### src/rtl/s526n_harness_pkg.sv
// Shared types and constants for the s526n response-compaction harness.
// Covers the FSM state encoding, the default MISR polynomial and seed, and the RESP bit order.
package s526n_harness_pkg;

    typedef enum logic [1:0] {
        ST_IDLE = 2'd0,
        ST_RUN  = 2'd1,
        ST_HOLD = 2'd2
    } state_t;

    localparam logic [15:0] DEF_POLY = 16'h1021;
    localparam logic [15:0] DEF_SEED = 16'hFFFF;

    // Bit positions of the s526n primary outputs inside RESP.
    localparam int RESP_G147 = 5;
    localparam int RESP_G148 = 4;
    localparam int RESP_G198 = 3;
    localparam int RESP_G199 = 2;
    localparam int RESP_G213 = 1;
    localparam int RESP_G214 = 0;

endpackage

### src/rtl/misr_step.sv
// Combinational single-step MISR update: shift, conditional polynomial feedback, XOR in the response.
// It is kept standalone so that a stimulus LFSR can reuse it with resp tied to zero.
module misr_step #(
    parameter int              SIG_W = 16,
    parameter logic [SIG_W-1:0] POLY = 16'h1021
) (
    input  logic [SIG_W-1:0] sig,
    input  logic [5:0]       resp,
    output logic [SIG_W-1:0] nxt
);

    logic [SIG_W-1:0] fb;

    always_comb begin
        fb  = sig[SIG_W-1] ? POLY : '0;
        nxt = {sig[SIG_W-2:0], 1'b0} ^ fb ^ SIG_W'(resp);
    end

endmodule

### src/rtl/s526n_resp_misr.sv
// Folds the six s526n primary outputs into a MISR over a programmed number of qualified cycles.
// The final signature is then offered through a valid/ready handshake.
module s526n_resp_misr
    import s526n_harness_pkg::*;
#(
    parameter int               SIG_W = 16,
    parameter logic [SIG_W-1:0] POLY  = SIG_W'(DEF_POLY),
    parameter logic [SIG_W-1:0] SEED  = SIG_W'(DEF_SEED),
    parameter int               LEN_W = 16
) (
    input  logic             ck,
    input  logic             rst,
    input  logic             start,
    input  logic             abort,
    input  logic [LEN_W-1:0] len,
    input  logic [5:0]       resp,
    input  logic             resp_vld,
    output logic             busy,
    output logic [SIG_W-1:0] sig,
    output logic             sig_vld,
    input  logic             sig_rdy,
    output logic [LEN_W-1:0] cnt
);

    state_t           state, state_nxt;
    logic [SIG_W-1:0] sig_nxt, sig_step;
    logic [LEN_W-1:0] cnt_nxt, cnt_inc;
    logic [LEN_W-1:0] len_q, len_nxt;

    misr_step #(
        .SIG_W(SIG_W),
        .POLY (POLY)
    ) u_step (
        .sig (sig),
        .resp(resp),
        .nxt (sig_step)
    );

    assign cnt_inc = cnt + LEN_W'(1);

    always_ff @(posedge ck or posedge rst) begin
        if (rst) begin
            state <= ST_IDLE;
        end else begin
            state <= state_nxt;
        end
    end

    // Abort outranks every other transition in RUN and HOLD; a capture coinciding with it is dropped.
    always_comb begin
        state_nxt = state;
        sig_nxt   = sig;
        cnt_nxt   = cnt;
        len_nxt   = len_q;
        case (state)
            ST_IDLE: begin
                if (start) begin
                    sig_nxt   = SEED;
                    cnt_nxt   = '0;
                    len_nxt   = len;
                    state_nxt = (len == '0) ? ST_HOLD : ST_RUN;
                end
            end
            ST_RUN: begin
                if (abort) begin
                    state_nxt = ST_IDLE;
                end else if (resp_vld) begin
                    sig_nxt = sig_step;
                    cnt_nxt = cnt_inc;
                    if (cnt_inc == len_q) begin
                        state_nxt = ST_HOLD;
                    end
                end
            end
            ST_HOLD: begin
                if (abort || sig_rdy) begin
                    state_nxt = ST_IDLE;
                end
            end
            default: begin
                state_nxt = ST_IDLE;
            end
        endcase
    end

    always_ff @(posedge ck or posedge rst) begin
        if (rst) begin
            sig   <= SEED;
            cnt   <= '0;
            len_q <= '0;
        end else begin
            sig   <= sig_nxt;
            cnt   <= cnt_nxt;
            len_q <= len_nxt;
        end
    end

    assign busy    = (state == ST_RUN) || (state == ST_HOLD);
    assign sig_vld = (state == ST_HOLD);

endmodule

### config.mk
export PLATFORM = sky130hd
export DESIGN_NAME = s526n_resp_misr
export DESIGN_NICKNAME = d
export VERILOG_FILES = /design/src/rtl/s526n_harness_pkg.sv /design/src/rtl/misr_step.sv /design/src/rtl/s526n_resp_misr.sv
export SDC_FILE = /design/constraint.sdc
export NUM_CORES = 1
export LEC_CHECK = 0
export BUFFER_PORTS_ARGS = -buffer_cell sky130_fd_sc_hd__buf_4
export CELL_PAD_IN_SITES_DETAIL_PLACEMENT = 2
export CELL_PAD_IN_SITES_GLOBAL_PLACEMENT = 2
export CORE_ASPECT_RATIO = 0.9
export CORE_MARGIN = 1
export CORE_UTILIZATION = 30
export DETAILED_ROUTE_END_ITERATION = 16
export GPL_ROUTABILITY_DRIVEN = 0
export PLACE_DENSITY = 0.72
export SLEW_MARGIN = 30
export SYNTH_ARGS = -nofsm -noshare
export SYNTH_HDL_FRONTEND = slang
export SYNTH_SLANG_ARGS = --single-unit
### constraint.sdc
create_clock -name ck -period 2.4 [get_ports ck]
set_input_delay 0.48 -clock ck [delete_from_list [all_inputs] [get_ports ck]]
set_output_delay 0.48 -clock ck [all_outputs]
set_load 0.005 [all_outputs]
# After elaboration in Yosys (flattened, before gate mapping)
# Index checks and enable logic that the tools add are counted.
# totals
ff_bits,50
input_bits,28
out_inout_bits,34
word_cells,40
# classes
addsub,1
eq_ne,9
mux,16
bitwise,2
n_reduce_logical,8
# ops
cell,count
$mux W16,6
$pmux W16 S2,2
$add A16 B1 Y16 const B,1
$eq A16 B16 Y1,1
$logic_not A16 Y1,1
$xor A16 B16 Y16,1
$xor A16 B6 Y16,1
$mux W13,1
$mux W2,6
$reduce_and A4 Y1,2
$ne A2 B2 Y1 const B,3
$ne A3 B3 Y1 const B,2
$pmux W2 S3,1
$eq A2 B1 Y1 const B,1
$eq A2 B2 Y1 const B,1
$logic_not A2 Y1,1
$logic_or A1 B1 Y1,2
$ne A2 B1 Y1 const B,1
$reduce_and A2 Y1,1
$reduce_bool A2 Y1,1

# Depth between registers and ports, before layout
# Gate-level depths: netlist of the first run.
# logic_depth
ltp_word,6
ltp_mapped,10
mapped_depth_nobuf,9

# Cells and area by module
# Synthesis of the first run repeated with hierarchy kept, for this count alone.
# unflattened
cells_unflattened,307
hier_area_um2,2944.1
# modules_own_cells
module,instances,cells_per_inst,area_each_um2,seq_area_each_um2
s526n_resp_misr,1,291,2800.2,1271.2
misr_step,1,16,143.9,0.0

# Worst setup path before layout of the first run
# No wires, ideal clock.
# synth_path
path_type,reg2reg
from,register cnt[1]
to,register state[1]
setup_ps,125
t_arrival_ps,2257
required_time_ps,2275
path_slack_ps,18
path_stages_with_launch,10
n_path_buf,1
synth_period_minus_slack_ps,2382
cell_sequence,dfrtp_1 ha_1 buf_6 nand3_2 nor2_2 and4_4 or3_4 a2111oi_4 a31oi_2 mux2_4
# synth_between
elab_chain_len,4
# synth_rtl
element,line,source
from (decl),s526n_resp_misr.sv:22,output logic [LEN_W-1:0] cnt
from (signal assigned),s526n_resp_misr.sv:93,cnt <= cnt_nxt;
$add A16 B1 Y16,s526n_resp_misr.sv:39,assign cnt_inc = cnt + LEN_W'(1);
$eq A16 B16 Y1,s526n_resp_misr.sv:70,if (cnt_inc == len_q) begin
$ne A3 B3 Y1 (no line),--,
$reduce_and A4 Y1 (no line),--,
to (signal assigned),s526n_resp_misr.sv:45,state <= state_nxt;
to (decl),s526n_resp_misr.sv:25,"state_t state, state_nxt;"
# Every way passes these cells.
# A chain may end at the register's enable or synchronous reset.

# Worst setup path in the final report of the first run
# layout_path
from,register cnt[0]
to,register state[1]
# The elaborated chain is that of the path after synthesis.

==> results.py, run 1 <==
metrics = {
    "critical_path": {
        "cp-start-kind": "flop",
        "path_cells": "ha_1 -> buf_4 -> and2_1 -> o21ai_0 -> a31oi_1 -> a2111oi_4 -> a31oi_4 -> mux2_4",
        "end_kind": "flop",
        "crit_type": "flop to flop",
        "cpPeakStageDelay_ns": 0.43,
        "r2r_slack_ns": 0.06,
        "worstPathArrival_ns": 2.54,
        "required_ns": 2.60,
        "cp_slowest_cell": "dfrtp_1",
        "crit_fanout": 7,
    },
    "power": {
        "switchingPower_w": 0.00175,
        "comb_power_share": 0.483,
        "peakVddDrop_mv": 0.415,
        "seqPwrFrac": 0.360,
        "p_leak_nw": 1.66,
        "p_int_w": 0.00245,
        "finalPower_w": 0.00420,
        "pwr-share-clk": 0.156,
        "swShare": 0.416,
        "p_per_area_nw_per_um2": 1110,
    },
    "cells_and_area": {
        "diodes": 0,
        "drive_above_1_share": 0.377,
        "postLayoutCellArea_um2": 3780,
        "syn_to_final_growth_pct": 28.4,
        "final_util": 0.405,
        "nets": 416,
        "layout.cells.non_filler": 507,
        "n_fill_cell": 1087,
    },
    "logic_synthesis": {
        "synth_top_cell_area_share": 0.289,
        "synthCells": 308,
        "yosys_warnings": 0,
        "synth_nets": 340,
        "synth_top_area_cell": "dfrtp_1",
        "ys_ff_latch": 50,
        "synth_area_per_cell_um2": 9.56,
        "synth_edf_count": 0,
        "syn_area_um2": 2950,
        "yosysUniqueCellTypes": 55,
        "synth.most_common_cell": "nand2_1",
        "ys_top_cells_by_count": "nand2_1 (50), dfrtp_1 (34), o21ai_0 (24)",
        "seq_area_frac_synth": 0.432,
        "async_reset_ff_frac": 1.00,
        "synthTopCellsByArea": "dfrtp_1 (29%), dfstp_2 (14%), nand2_1 (6.4%), mux2_2 (6.1%), xnor2_1 (4.2%)",
        "ys.flop_type": "dfrtp_1",
    },
    "drt": {
        "num_vias": 2649,
        "drt_iter0_markers": 84,
        "ant_nets": 0,
        "wire_per_inst_um": 18.8,
        "drt-vias-per-instance": 5.22,
        "dr.pass1.iters": 4,
        "drcViolationCount": 0,
        "routed_wirelength_mm": 9.51,
    },
    "global_routing": {
        "grt_max_degree": 37,
        "overflow": 0,
        "antenna_found_initial": 0,
        "grt_pass1_wl_mm": 15.2,
        "first_global_vias": 2816,
        "grt.total_usage": 0.195,
    },
    "die": {
        "die-area_um2": 10200,
        "io_pins": 62,
        "dieWidth_um": 106,
        "die_h_um": 96,
        "core_area_um2": 9330,
        "initial_core_util": 0.316,
        "rows": 33,
    },
    "clocking": {
        "cts_sinks": 50,
        "cts.path.max_buffers": 2,
        "clk-insertion-delay-late_ns": 0.31,
        "cts_tree": "built",
        "numCtsBuffers": 5,
        "cts_htree_levels": 2,
        "cts.clk_slew.worst_paths_ns": 0.11,
        "root_buffer": "clkbuf_8",
    },
    "placed_design": {
        "dpl.hpwl_mm": 7.20,
        "place_area_um2": 3610,
        "place_inst": 496,
        "port_buffers": 61,
    },
    "sta": {
        "slew_violations": 0,
        "finalSetupViolations": 0,
        "slew_headroom": 0.608,
        "period_needed_ns": 2.34,
        "worstMarginPinSlew_ns": 0.587,
        "finalCritPeriodShare": 0.974,
        "skew_ns": 0.00691,
        "finalHoldViolCount": 0,
        "fmax_mhz": 428,
    },
    "run": {
        "maxCapViolations": 0,
    },
    "hold_path": {
        "min_path_type": "primary input to async pin",
    },
    "outcome": {
        "status": "completed",
    },
}
## flip-flops by register name, summed over array words and instances, names as in the netlist
register and cells:
cnt 16, len_q 16, sig 16, state 2
## what timing repair did
item,4_1_cts,5_1_grt
setup buffers,0,3
hold buffers,0,0
gates resized for setup,0,6
endpoints found under the setup margin,0,1
## layer usage
| layer | vias up | track usage | wire length [µm] |
|---|---|---|---|
| li1 | 1236 | - | - |
| met1 | 1347 | 0.252 | 4440 |
| met2 | 60 | 0.357 | 4680 |
| met3 | 6 | 0.0257 | 321 |
| met4 | 0 | 0.0320 | 68 |
| met5 | - | 0 | 0 |
## cells in the final DEF, fill, tap and decap left out, types with 11 or more instances in the layout
cell type  count
a31oi_1       12
o21ai_0       24
dfrtp_1       33
nand3_1       12
nor2_1        19
xor2_1        11
nand2_1       50
buf_4         86
xnor2_1       14
mux2_2        16
dfstp_2       16
## per-stage QoR
stage	setup TNS, ns	worst slack [ns]	hold slack [ns]
5_1_grt	-0.0210	-0.0210	0.255
6_report	0	0.0620	0.220
3_5_place_dp	0	0.0344	0.464
2_1_floorplan	0	0.0180	0.449
3_3_place_gp	0	0.141	0.452
4_1_cts	0	0.0141	0.238
## area by class of cell
type	count	area, µm²	share of cell area
clock buffer	5	68.8	0.0182
clock inverter	3	47.5	0.0126
inverter	8	30.0	0.00794
multi-input combinational	232	1550	0.411
sequential	50	1270	0.336
tap	122	153	0.0404
timing repair buffer	87	657	0.174
## cell families (layout without fill, tap and decap cells)
group / count (synthesis) / after routing / share of synthesized area
adder cells (fa/ha/maj): 4 / 4 / 0.0170
multiplexers: 21 / 21 / 0.0799
XOR/XNOR: 25 / 25 / 0.0743
flip-flops: 50 / 50 / 0.432
AO/OA/AOI/OAI: 64 / 64 / 0.142
AND/OR/NAND/NOR: 118 / 118 / 0.206
buffers and inverters: 26 / 103 / 0.0489
## power groups by stage
stage / Sequential [W] / Clock [W] / Combinational, W
finish: 0.00151 / 0.000657 / 0.00203
global route: 0.00155 / 0.000703 / 0.00223
CTS: 0.00151 / 0.000675 / 0.00204
detailed placement: 0.00153 / 0 / 0.00202
global placement: 0.00151 / 0 / 0.00192
floorplan: 0.00146 / 0 / 0.00124
## path summary, 6_finish.rpt
| check | startpoint | end | cells after the start |
|---|---|---|---|
| setup / recovery | cnt[0] | state[1] | 8 |
| hold / removal | rst | len_q[1] | 2 |
| setup reg to reg | cnt[0] | state[1] | 8 |
| hold reg to reg | sig[8] | sig[8] | 2 |
| max in group asynchronous | rst | sig[1] | 3 |
| min in group ck | len[7] | len_q[7] | 2 |
## worst max-delay path: cells and delay by family (launching register included)
family / cells / cell delay, ns
compound gates: 4 / 0.91
fa+ha+maj: 1 / 0.24
buf+inv: 1 / 0.17
flops: 1 / 0.43
mux: 1 / 0.31
simple gates: 1 / 0.16
Power figures use the tool's default switching activity.
==> run 2, diff against run 1 <==
--- a/config.mk
+++ b/config.mk
@@ -10,10 +10,11 @@
 export CELL_PAD_IN_SITES_GLOBAL_PLACEMENT = 2
 export CORE_ASPECT_RATIO = 0.9
 export CORE_MARGIN = 1
-export CORE_UTILIZATION = 30
+export CORE_UTILIZATION = 31
+export CTS_BUF_LIST = sky130_fd_sc_hd__clkbuf_4 sky130_fd_sc_hd__clkbuf_8
 export DETAILED_ROUTE_END_ITERATION = 16
 export GPL_ROUTABILITY_DRIVEN = 0
-export PLACE_DENSITY = 0.72
+export PLACE_DENSITY = 0.75
 export SLEW_MARGIN = 30
 export SYNTH_ARGS = -nofsm -noshare
 export SYNTH_HDL_FRONTEND = slang
==> constraint.sdc (replaced) <==
create_clock -name ck -period 2.05 [get_ports ck]
set_input_delay 0.41 -clock ck [delete_from_list [all_inputs] [get_ports ck]]
set_output_delay 0.41 -clock ck [all_outputs]
set_load 0.005 [all_outputs]
==> results.py, run 2 (synthesis results as in run 1) <==
metrics = {
    "outcome": {
        "status": "finished, violations left",
        "failed_checks": "setup timing",
    },
    "power": {
        "seqPwrFrac": 0.342,
        "comb_power_share": 0.513,
        "peakVddDrop_mv": 0.612,
        "switchingPower_w": 0.00222,
        "p_leak_nw": 1.81,
        "pwr-share-clk": 0.145,
        "p_int_w": 0.00302,
        "p_per_area_nw_per_um2": 1260,
        "swShare": 0.423,
        "finalPower_w": 0.00524,
    },
    "clocking": {
        "root_buffer": "clkbuf_8",
        "cts_sinks": 50,
        "cts.clk_slew.worst_paths_ns": 0.11,
        "cts_tree": "built",
        "numCtsBuffers": 5,
        "cts.path.max_buffers": 2,
        "cts_htree_levels": 2,
        "clk-insertion-delay-late_ns": 0.33,
    },
    "cells_and_area": {
        "final_common_cell": "buf_4",
        "drive_above_1_share": 0.464,
        "n_fill_cell": 1044,
        "postLayoutCellArea_um2": 4150,
        "layout.cells.non_filler": 538,
        "syn_to_final_growth_pct": 40.9,
        "nets": 447,
        "reg_top3": "cnt x16, len_q x16, sig x16",
        "diodes": 0,
        "final_cell_mix": "buf_4 (114), nand2_1 (50), dfrtp_1 (31)",
    },
    "critical_path": {
        "required_ns": 2.27,
        "crit_type": "flop to flop",
        "end_kind": "flop",
        "crit_fanout": 3,
        "rr_worst_depth": 9,
        "r2r_slack_ns": -0.23,
        "worstPathArrival_ns": 2.50,
        "cp-start-kind": "flop",
    },
    "placed_design": {
        "dp_slack_ns": -0.197,
        "port_buffers": 61,
        "place_area_um2": 3880,
        "place_inst": 526,
        "dpl.hpwl_mm": 7.78,
    },
    "die": {
        "rows": 33,
        "core_area_um2": 9170,
        "dieWidth_um": 105,
        "die-area_um2": 9900,
        "die_h_um": 94.5,
        "initial_core_util": 0.321,
        "io_pins": 62,
    },
    "sta": {
        "finalCritPeriodShare": 1.11,
        "worstMarginPinSlew_ns": 0.636,
        "skew_ns": 0.0155,
        "setup_ws_ns": -0.230,
        "slew_violations": 0,
        "setup_tns_ns": -0.410,
        "slew_headroom": 0.572,
        "period_needed_ns": 2.28,
        "rsz0062_at_grt": "yes",
        "finalHoldViolCount": 0,
        "fmax_mhz": 439,
        "finalSetupViolations": 2,
    },
    "global_routing": {
        "grt_pass1_wl_mm": 17.1,
        "use_met1": 0.281,
        "first_global_vias": 3092,
        "grt.total_usage": 0.227,
        "grt_max_degree": 28,
        "use_met3": 0.0352,
        "overflow": 0,
        "grt_busiest_layer": "met2",
        "use_met2": 0.403,
        "antenna_found_initial": 0,
    },
    "drt": {
        "drt-vias-per-instance": 5.24,
        "num_vias": 2820,
        "ant_nets": 0,
        "routed_wirelength_mm": 10.8,
        "wire_per_inst_um": 20.2,
        "drt_iter0_markers": 111,
        "dr.pass1.iters": 4,
        "drcViolationCount": 0,
    },
    "run": {
        "maxCapViolations": 0,
    },
    "hold_path": {
        "min_path_type": "primary input to async pin",
    },
}
run 2: routing by layer:
metal | vias up | share of wire
met5 | - | 0
met4 | 0 | 0.022
met3 | 21 | 0.039
met2 | 74 | 0.50
met1 | 1429 | 0.43
li1 | 1296 | -
run 2: power groups by stage:
stage	Combinational, W	Clock, W	Sequential, W
5_1_grt	0.00293	0.000792	0.00184
6_report	0.00269	0.000759	0.00179
2_1_floorplan	0.00146	0	0.00172
4_1_cts	0.00267	0.000760	0.00178
3_3_place_gp	0.00244	0	0.00176
3_5_place_dp	0.00258	0	0.00178
run 2: repair_timing:
item,in CTS,in global routing
resized for setup,13,12
setup buffers,2,2
hold buffers,0,0
endpoints found under the hold margin,0,0
endpoints found under the setup margin,2,5
pin swaps,7,5
run 2: worst paths after layout:
check	startpoint	to
max	cnt[0]	state[1]
min	rst	len_q[1]
max reg2reg	cnt[0]	state[1]
min reg2reg	sig[8]	sig[8]
max in group asynchronous	rst	cnt[8]
min in group ck	len[5]	len_q[5]
run 2: final cells by class:
type	count	area (µm²)	share of cell area
repair buffers	118	910	0.219
multi-input cells	232	1670	0.402
clock buffers	5	68.8	0.0166
flip-flops and latches	50	1270	0.307
well taps	122	153	0.0368
clock inverters	3	43.8	0.0106
inverters	8	30.0	0.00724
run 2: worst max-delay path: stages (launching register included):
cell       delay, ns
dfrtp_1         0.45
ha_4            0.19
and3_4          0.22
buf_6           0.11
nand3_4         0.07
or3_4           0.38
o2111ai_4       0.11
a2111oi_4       0.05
a31oi_2         0.25
mux2_4          0.32
run 2: per-stage QoR:
step,hold slack (ns),utilization
after floorplan,0.449,-
after global placement,0.452,0.423
after detailed placement,0.462,0.423
after CTS,0.144,0.444
after global routing,0.156,0.453
final,0.111,0.453
==> run 3, diff against run 2 <==
==> constraint.sdc (replaced) <==
create_clock -name ck -period 1.9 [get_ports ck]
set_input_delay 0.38 -clock ck [delete_from_list [all_inputs] [get_ports ck]]
set_output_delay 0.38 -clock ck [all_outputs]
set_load 0.005 [all_outputs]
==> results.py, run 3 (synthesis results as in run 1) <==
metrics = {
    "sta": {
        "slew_headroom": 0.476,
        "finalCritPeriodShare": 1.27,
        "skew_ns": 0.00901,
        "setup_ws_ns": -0.506,
        "slew_violations": 0,
        "finalHoldViolCount": 0,
        "period_needed_ns": 2.41,
        "rsz0062_at_grt": "yes",
        "fmax_mhz": 416,
        "worstMarginPinSlew_ns": 0.779,
        "finalSetupViolations": 10,
    },
    "die": {
        "initial_core_util": 0.321,
        "rows": 33,
        "die_h_um": 94.5,
        "core_area_um2": 9170,
        "die-area_um2": 9900,
        "dieWidth_um": 105,
        "io_pins": 62,
    },
    "clocking": {
        "cts_hold_buf": 0,
        "cts.path.max_buffers": 2,
        "root_buffer": "clkbuf_8",
        "clk-insertion-delay-late_ns": 0.32,
        "cts_htree_levels": 2,
        "cts_sinks": 50,
        "numCtsBuffers": 5,
        "cts_tree": "built",
        "cts.clk_slew.worst_paths_ns": 0.11,
    },
    "drt": {
        "dr.pass1.iters": 4,
        "ant_nets": 0,
        "drt_iter0_markers": 145,
        "wire_per_inst_um": 25.5,
        "num_vias": 3079,
        "drcViolationCount": 0,
        "drt-vias-per-instance": 5.45,
        "routed_wirelength_mm": 14.4,
    },
    "critical_path": {
        "end_kind": "flop",
        "crit_type": "flop to flop",
        "crit_fanout": 7,
        "rr_worst_depth": 8,
        "required_ns": 2.12,
        "worstPathArrival_ns": 2.62,
        "cp-start-kind": "flop",
    },
    "global_routing": {
        "grt_max_degree": 35,
        "antenna_found_initial": 0,
        "first_global_vias": 3250,
        "grt_pass1_wl_mm": 18.5,
        "overflow": 0,
        "grt.total_usage": 0.248,
    },
    "power": {
        "finalPower_w": 0.00658,
        "p_leak_nw": 2.03,
        "peakVddDrop_mv": 0.622,
        "p_per_area_nw_per_um2": 1450,
    },
    "cells_and_area": {
        "nets": 474,
        "diodes": 0,
        "drive_above_1_share": 0.558,
        "syn_to_final_growth_pct": 54.4,
        "postLayoutCellArea_um2": 4550,
        "final_common_cell": "buf_4",
        "layout.cells.non_filler": 565,
        "final_cell_mix": "buf_4 (136), nand2_1 (47), dfrtp_1 (30)",
        "final_util": 0.496,
        "reg_top3": "cnt x16, len_q x16, sig x16",
    },
    "run": {
        "maxCapViolations": 0,
    },
    "outcome": {
        "failed_checks": "setup timing",
        "status": "finished, violations left",
    },
    "placed_design": {
        "place_area_um2": 3950,
        "dp_slack_ns": -0.342,
        "dpl.hpwl_mm": 7.75,
        "port_buffers": 61,
        "place_inst": 534,
    },
    "hold_path": {
        "min_path_type": "primary input to flop",
        "holdPathStages": 2,
    },
}
-- run 3: changes by cell type in the layout (fill, tap and decap cells not counted), sizes merged --
cell    delta
clkbuf     +1
inv        -2
bufinv     +1
buf       +27
-- run 3: critical path, cell delays in order (launching register included) --
cell       delay (ns)
dfrtp_1          0.42
ha_4             0.18
buf_4            0.18
nand2_1          0.10
o21ai_0          0.38
a31oi_2          0.19
a2111oi_4        0.34
a31oi_2          0.17
mux2_4           0.34
-- run 3: per-stage QoR --
stage,hold slack (ns),setup TNS (ns)
3_3_place_gp,0.452,-0.468
3_5_place_dp,0.461,-0.989
6_report,0.305,-1.17
4_1_cts,0.305,-0.470
5_1_grt,0.305,-1.81
2_1_floorplan,0.449,-0.681
-- run 3: power breakdown --
group | switching, W | internal [W] | leakage (nW)
sequential | 0.000395 | 0.00155 | 0.595
combinational | 0.00197 | 0.00168 | 1.36
clock | 0.000421 | 0.000563 | 0.0714
-- run 3: path summary, 6_finish.rpt --
path                              to  slack, ns    start
setup / recovery            state[1]      -0.51   cnt[0]
hold / removal             len_q[12]       0.31  len[12]
setup reg to reg            state[1]      -0.51   cnt[0]
hold reg to reg               sig[8]       0.47   sig[8]
max in group asynchronous     cnt[1]       1.33      rst
min in group asynchronous     sig[7]       0.32      rst
-- run 3: metal layers --
metal	wire length, µm	share of wire	vias to the layer above	track usage
li1	-	-	1347	-
met1	5890	0.41	1580	0.310
met2	7320	0.51	112	0.437
met3	537	0.037	40	0.0317
met4	661	0.046	0	0.104
met5	0	0	-	0
-- run 3: final cells by class --
type	instances	area [µm²]
clock buffers	6	82.6
clock inverters	2	60.1
fillers	996	4620
inverters	8	33.8
multi-input cells	232	1790
flip-flops and latches	50	1280
well taps	122	153
repair buffers	145	1150
-- run 3: what timing repair did --
item / CTS / global route
resized for setup: 26 / 44
pin swaps: 10 / 11
buffers inserted: 10 / 14
gates cloned: 0 / 0
setup endpoints to repair: 25 / 22
